`config.mk`:
```
export PLATFORM = sky130hd
export DESIGN_NAME = program_sequencer
export DESIGN_NICKNAME = d
export VERILOG_FILES = /design/src/rtl/program_sequencer_pkg.sv /design/src/rtl/program_sequencer_return_stack.sv /design/src/rtl/program_sequencer.sv
export SDC_FILE = /design/constraint.sdc
export NUM_CORES = 1
export LEC_CHECK = 0
export CAP_MARGIN = 20
export CORE_MARGIN = 2
export CORE_UTILIZATION = 62
export CTS_CLUSTER_SIZE = 30
export DETAILED_ROUTE_END_ITERATION = 12
export HOLD_SLACK_MARGIN = 0.15
export PLACE_DENSITY = 0.92
export SYNTH_ARGS = -nofsm -noshare
export SYNTH_HDL_FRONTEND = slang
export SYNTH_SLANG_ARGS = --single-unit
```
`constraint.sdc`:
```
create_clock -name clk -period 4.8 [get_ports clk]
set_input_delay 1.2 -clock clk [delete_from_list [all_inputs] [get_ports clk]]
set_output_delay 1.2 -clock clk [all_outputs]
set_load 0.03 [all_outputs]
```
`src/rtl/program_sequencer_pkg.sv`:
```
// Shared ISA definitions for the program sequencer and its return stack.
package program_sequencer_pkg;

  localparam int unsigned PC_W        = 12;
  localparam int unsigned INSTR_W     = 16;
  localparam int unsigned STACK_DEPTH = 4;
  localparam int unsigned SP_W        = $clog2(STACK_DEPTH + 1);
  localparam int unsigned IDX_W       = $clog2(STACK_DEPTH);

  // Control opcodes; every other opcode value is an array instruction.
  localparam logic [3:0] OP_JUMP    = 4'h1;
  localparam logic [3:0] OP_CALL    = 4'h2;
  localparam logic [3:0] OP_RET     = 4'h3;
  localparam logic [3:0] OP_LOOP    = 4'h4;
  localparam logic [3:0] OP_ENDLOOP = 4'h5;
  localparam logic [3:0] OP_SYNC    = 4'h6;
  localparam logic [3:0] OP_HALT    = 4'h7;

  // Sequential successor of an instruction address, modulo 2**PC_W.
  function automatic logic [PC_W-1:0] pc_next(input logic [PC_W-1:0] pc);
    return pc + PC_W'(2);
  endfunction

  // Control-transfer targets are always halfword aligned.
  function automatic logic [PC_W-1:0] jump_target(input logic [PC_W-1:0] operand);
    return {operand[PC_W-1:1], 1'b0};
  endfunction

endpackage

```
`src/rtl/program_sequencer_return_stack.sv`:
```
// Fixed-depth LIFO of return addresses with full/empty status.
module return_stack
  import program_sequencer_pkg::*;
(
  input  logic            clk,
  input  logic            rst,
  input  logic            clear,
  input  logic            push,
  input  logic            pop,
  input  logic [PC_W-1:0] data_in,
  output logic [PC_W-1:0] data_out,
  output logic            full,
  output logic            empty
);

  logic [PC_W-1:0] mem_q [STACK_DEPTH];
  logic [PC_W-1:0] mem_d [STACK_DEPTH];
  logic [SP_W-1:0] sp_q;
  logic [SP_W-1:0] sp_d;

  assign full     = (sp_q == SP_W'(STACK_DEPTH));
  assign empty    = (sp_q == '0);
  assign data_out = empty ? '0 : mem_q[IDX_W'(sp_q - SP_W'(1))];

  // Next stack contents and pointer; clear wins, overflow/underflow are no-ops.
  always_comb begin
    mem_d = mem_q;
    sp_d  = sp_q;
    if (clear) begin
      sp_d = '0;
    end else if (push && !full) begin
      mem_d[IDX_W'(sp_q)] = data_in;
      sp_d                = sp_q + SP_W'(1);
    end else if (pop && !empty) begin
      sp_d = sp_q - SP_W'(1);
    end
  end

  // Stack storage and pointer registers.
  always_ff @(posedge clk) begin
    if (rst) begin
      sp_q  <= '0;
      mem_q <= '{default: '0};
    end else begin
      sp_q  <= sp_d;
      mem_q <= mem_d;
    end
  end

endmodule

```
`src/rtl/program_sequencer.sv`:
```
// Instruction sequencer: fetches 16-bit words, executes control flow locally
// and hands every other instruction to the cell array.
module program_sequencer
  import program_sequencer_pkg::*;
(
  input  logic               clk,
  input  logic               rst,
  input  logic               start,
  output logic               imem_req,
  output logic [PC_W-1:0]    imem_addr,
  input  logic               imem_valid,
  input  logic [INSTR_W-1:0] imem_data,
  output logic               issue_valid,
  output logic [INSTR_W-1:0] issue_instr,
  input  logic               issue_ready,
  input  logic               array_busy,
  output logic               busy,
  output logic               halted,
  output logic               fault
);

  typedef enum logic [2:0] {
    IDLE,
    FETCH,
    EXEC,
    SYNC_WAIT,
    HALTED
  } state_e;

  state_e             state_q, state_d;
  logic [PC_W-1:0]    pc_q, pc_d;
  logic [INSTR_W-1:0] instr_q, instr_d;
  logic [PC_W-1:0]    loop_cnt_q, loop_cnt_d;
  logic [PC_W-1:0]    loop_start_q, loop_start_d;
  logic               fault_q, fault_d;

  logic               stk_clear, stk_push, stk_pop;
  logic               stk_full, stk_empty;
  logic [PC_W-1:0]    stk_top;

  logic [3:0]         opcode;
  logic [PC_W-1:0]    operand;
  logic [PC_W-1:0]    pc_plus2;
  logic [PC_W-1:0]    jump_tgt;

  assign opcode   = instr_q[INSTR_W-1 -: 4];
  assign operand  = instr_q[PC_W-1:0];
  assign pc_plus2 = pc_next(pc_q);
  assign jump_tgt = jump_target(operand);

  assign imem_addr = pc_q;
  assign busy      = (state_q != IDLE) && (state_q != HALTED);
  assign halted    = (state_q == HALTED);
  assign fault     = fault_q;

  return_stack u_return_stack (
    .clk      (clk),
    .rst      (rst),
    .clear    (stk_clear),
    .push     (stk_push),
    .pop      (stk_pop),
    .data_in  (pc_plus2),
    .data_out (stk_top),
    .full     (stk_full),
    .empty    (stk_empty)
  );

  // Next-state, datapath updates and handshake outputs.
  always_comb begin
    state_d      = state_q;
    pc_d         = pc_q;
    instr_d      = instr_q;
    loop_cnt_d   = loop_cnt_q;
    loop_start_d = loop_start_q;
    fault_d      = fault_q;
    stk_clear    = 1'b0;
    stk_push     = 1'b0;
    stk_pop      = 1'b0;
    imem_req     = 1'b0;
    issue_valid  = 1'b0;
    issue_instr  = '0;

    unique case (state_q)
      IDLE, HALTED: begin
        if (start) begin
          state_d      = FETCH;
          pc_d         = '0;
          loop_cnt_d   = '0;
          loop_start_d = '0;
          fault_d      = 1'b0;
          stk_clear    = 1'b1;
        end
      end

      FETCH: begin
        imem_req = 1'b1;
        if (imem_valid) begin
          instr_d = imem_data;
          state_d = EXEC;
        end
      end

      EXEC: begin
        state_d = FETCH;
        case (opcode)
          OP_JUMP: pc_d = jump_tgt;
          OP_CALL: begin
            if (stk_full) begin
              fault_d = 1'b1;
              state_d = HALTED;
            end else begin
              stk_push = 1'b1;
              pc_d     = jump_tgt;
            end
          end
          OP_RET: begin
            if (stk_empty) begin
              fault_d = 1'b1;
              state_d = HALTED;
            end else begin
              stk_pop = 1'b1;
              pc_d    = stk_top;
            end
          end
          OP_LOOP: begin
            loop_cnt_d   = (operand == '0) ? PC_W'(1) : operand;
            loop_start_d = pc_plus2;
            pc_d         = pc_plus2;
          end
          OP_ENDLOOP: begin
            if (loop_cnt_q == '0) begin
              fault_d = 1'b1;
              state_d = HALTED;
            end else if (loop_cnt_q > PC_W'(1)) begin
              loop_cnt_d = loop_cnt_q - PC_W'(1);
              pc_d       = loop_start_q;
            end else begin
              loop_cnt_d = '0;
              pc_d       = pc_plus2;
            end
          end
          OP_SYNC: begin
            pc_d    = pc_plus2;
            state_d = SYNC_WAIT;
          end
          OP_HALT: state_d = HALTED;
          default: begin
            issue_valid = 1'b1;
            issue_instr = instr_q;
            if (issue_ready) begin
              pc_d = pc_plus2;
            end else begin
              state_d = EXEC;
            end
          end
        endcase
      end

      SYNC_WAIT: begin
        if (!array_busy) begin
          state_d = FETCH;
        end
      end

      default: state_d = IDLE;
    endcase
  end

  // State and datapath registers.
  always_ff @(posedge clk) begin
    if (rst) begin
      state_q      <= IDLE;
      pc_q         <= '0;
      instr_q      <= '0;
      loop_cnt_q   <= '0;
      loop_start_q <= '0;
      fault_q      <= 1'b0;
    end else begin
      state_q      <= state_d;
      pc_q         <= pc_d;
      instr_q      <= instr_d;
      loop_cnt_q   <= loop_cnt_d;
      loop_start_q <= loop_start_d;
      fault_q      <= fault_d;
    end
  end

endmodule

```
==> flow_metrics.tcl, run 1 <==
set metrics [dict create \
    combPwrFrac 0.120 \
    fmax_mhz 245 \
    met2_usage 0.492 \
    drive_gt1_frac 0.0855 \
    clk_pin_slew_ns 0.10 \
    setup_viol 0 \
    vias 5056 \
    synth_cells 641 \
    via_per_inst 6.52 \
    fin_nets 693 \
    grt_setup_unrepaired "no" \
    cts_root_buffer "clkbuf_8" \
    syn_nets 672 \
    critPathMaxFanout 13 \
    yosysSeqAreaShare 0.383 \
    first_global_vias 4864 \
    finalCritPeriodShare 0.852 \
    crit_type "reg2out" \
    yosys_most_used_dff "dfxtp_1" \
    power_density_nw_per_um2 270 \
    ctsHoldBuffers 0 \
    syn_area_per_cell_um2 8.72 \
    slew_violations 0 \
    vdd_drop_max_mv 0.233 \
    fin_crit_ns 4.09 \
    n_antenna_cell 0 \
    startpoint "state_q[1]" \
    power.total_mw 1.69 \
    p_sw_frac 0.298 \
    die_w_um 99.0 \
    outcome "finished, final reports clean" \
    cts_buffers 9 \
    synth-edff-count 0 \
    ioPinCount 55 \
    cts_tree "done" \
    p_sw_mw 0.503 \
    syn2layout_area_growth_pct 12.1 \
    place_congestion 0.946 \
    max-slew-margin-rel 0.327 \
    io_buffers 54 \
    min_from "loop_start_q[9]" \
    clock-sinks 107 \
    die-area_um2 9790 \
    htree_levels 3 \
    async_reset_ff_frac 0 \
    setup_tns_ns 0 \
    route.detailed.drc 0 \
    overflow 0 \
    grt_busiest_layer "met2" \
    core_area_um2 8720 \
    max_cap_viol_count 0 \
    dp_hpwl_um 9930 \
    synth_cell_types 57 \
    grtUsageTotal 0.300 \
    clock_latency_ns 0.38 \
    p_int_mw 1.19 \
    die-height_um 99.0 \
    synth_area_um2 5590 \
    end_kind "output port" \
    finClkSkew_ns 0.0169 \
    synth_warnings 0 \
    routed_wirelength_um 14400 \
    postCtsSetupBuffers 0 \
    postRouteAntennaNets 0 \
    grt_max_degree 57 \
    startpoint_type "flip-flop" \
    hp-class "reg2reg" \
    grtUsageMet3 0.0631 \
    antenna_found_initial 0 \
    routedWlPerCell_um 18.6 \
    initial_utilization 0.641 \
    ys_seq_elements 107 \
    grt_pass1_wl_um 23900 \
    worstMarginPinSlew_ns 1.01 \
    r2r-start "u_return_stack.sp_q[0]" \
    power.clock.fraction 0.332 \
    drt-pass1-iter-count 5 \
    cp_data_required_time_ns 3.60 \
    hold_violations 0 \
    use_met1 0.399 \
    arrival_ns 2.89 \
    std_cell_rows 34 \
    clock_path_buffers 2 \
    first_iter_violations 528 \
    pwr-share-seq 0.548 \
    ctsResizeCount 0 \
    power_leakage_nw 2.10 \
]
## layout make-up
| class | count | area [um2] |
|---|---|---|
| clock buffers | 9 | 124 |
| clock inverters | 7 | 88.8 |
| fillers | 665 | 2460 |
| inverters | 13 | 48.8 |
| multi-input cells | 471 | 3150 |
| flip-flops and latches | 107 | 2140 |
| well taps | 108 | 135 |
| repair buffers | 60 | 581 |
## synthesized netlist by cell type (all sizes together), types with 9 or more instances
| master | count | area, um2 |
|---|---|---|
| o21ai | 10 | 50.1 |
| dfxtp | 107 | 2140 |
| nand2 | 64 | 243 |
| ha | 9 | 113 |
| nand3 | 19 | 95.1 |
| xor2 | 10 | 87.6 |
| a221oi | 11 | 96.3 |
| inv | 13 | 48.8 |
| and2 | 16 | 100 |
| mux2i | 16 | 160 |
| xnor2 | 15 | 131 |
| a21oi | 42 | 210 |
| mux4 | 12 | 270 |
| buf | 18 | 134 |
| a22o | 11 | 96.3 |
| nor3 | 13 | 70.1 |
| nor2 | 84 | 315 |
| clkbuf | 32 | 120 |
| a211oi | 40 | 313 |
## stage by stage
step,std cells,utilization,hold slack [ns],area (um2),setup WS [ns]
floorplan,641,-,0.444,5590,1.56
global placement,757,0.692,0.454,6040,1.28
detailed placement,757,0.692,0.465,6040,1.15
CTS,773,0.717,0.479,6250,0.744
global route,775,0.718,0.509,6260,0.551
finish,775,0.718,0.483,6260,0.713
## layer usage
metal / vias up / part of all wire
met5: - / 0
met4: 0 / 0.029
met3: 44 / 0.092
met2: 264 / 0.48
met1: 2386 / 0.40
li1: 2362 / -
## sequential cells by signal (all words and copies together) (netlist names)
register              count
fault                     1
imem_addr                12
instr_q                  16
loop_cnt_q               12
loop_start_q             12
state_q                   3
u_return_stack.mem_q     48
u_return_stack.sp_q       3
## power by group through the flow
| stage | combinational [mW] | clock, mW | sequential [mW] |
|---|---|---|---|
| after floorplan | 0.147 | 0 | 0.932 |
| after global placement | 0.190 | 0 | 0.944 |
| after detailed placement | 0.195 | 0 | 0.945 |
| after CTS | 0.196 | 0.569 | 0.924 |
| after global routing | 0.219 | 0.603 | 0.928 |
| final | 0.203 | 0.561 | 0.926 |
## cells in the final DEF (no fill, tap or decap), drive strengths merged, types with 11 or more instances in the layout
cell           count
nor2              84
nand3             19
and2              16
xnor2             15
nor3              13
inv               16
a221oi            11
a21oi             42
nand2             64
clkdlybuf4s50     53
a211oi            40
mux2i             16
mux4              12
dfxtp            107
a22o              11
## critical path, cell delays in order, from the launching register on
cell and delay, ns:
dfxtp_1 0.47, or3b_2 0.63, nor2_1 0.53, and2_1 0.22, clkdlybuf4s50_1 0.67
## cells by family after synthesis
logic type               count (synthesis)  share of synthesized area
XOR/XNOR                                25                     0.0392
flip-flops                             107                      0.383
multiplexers                            28                     0.0770
AO/OA/AOI/OAI                          159                      0.211
AND/OR/NAND/NOR                        250                      0.215
buffers and inverters                   63                     0.0542
adder cells (fa/ha/maj)                  9                     0.0201
## worst paths after layout
path / endpoint / slack (ns) / cells after the start
max: issue_instr[7] / 0.71 / 4
min: loop_start_q[9] / 0.48 / 2
max reg2reg: imem_addr[6] / 2.00 / 7
min reg2reg: loop_start_q[9] / 0.48 / 2
No activity file was read; power rests on OpenSTA's default activity.
==> inputs of run 2 (changes only) <==
Settings changed: HOLD_SLACK_MARGIN 0.15 to default.
==> results of run 2 <==
The final DEF is identical to that of run 1; final timing and power are the same.
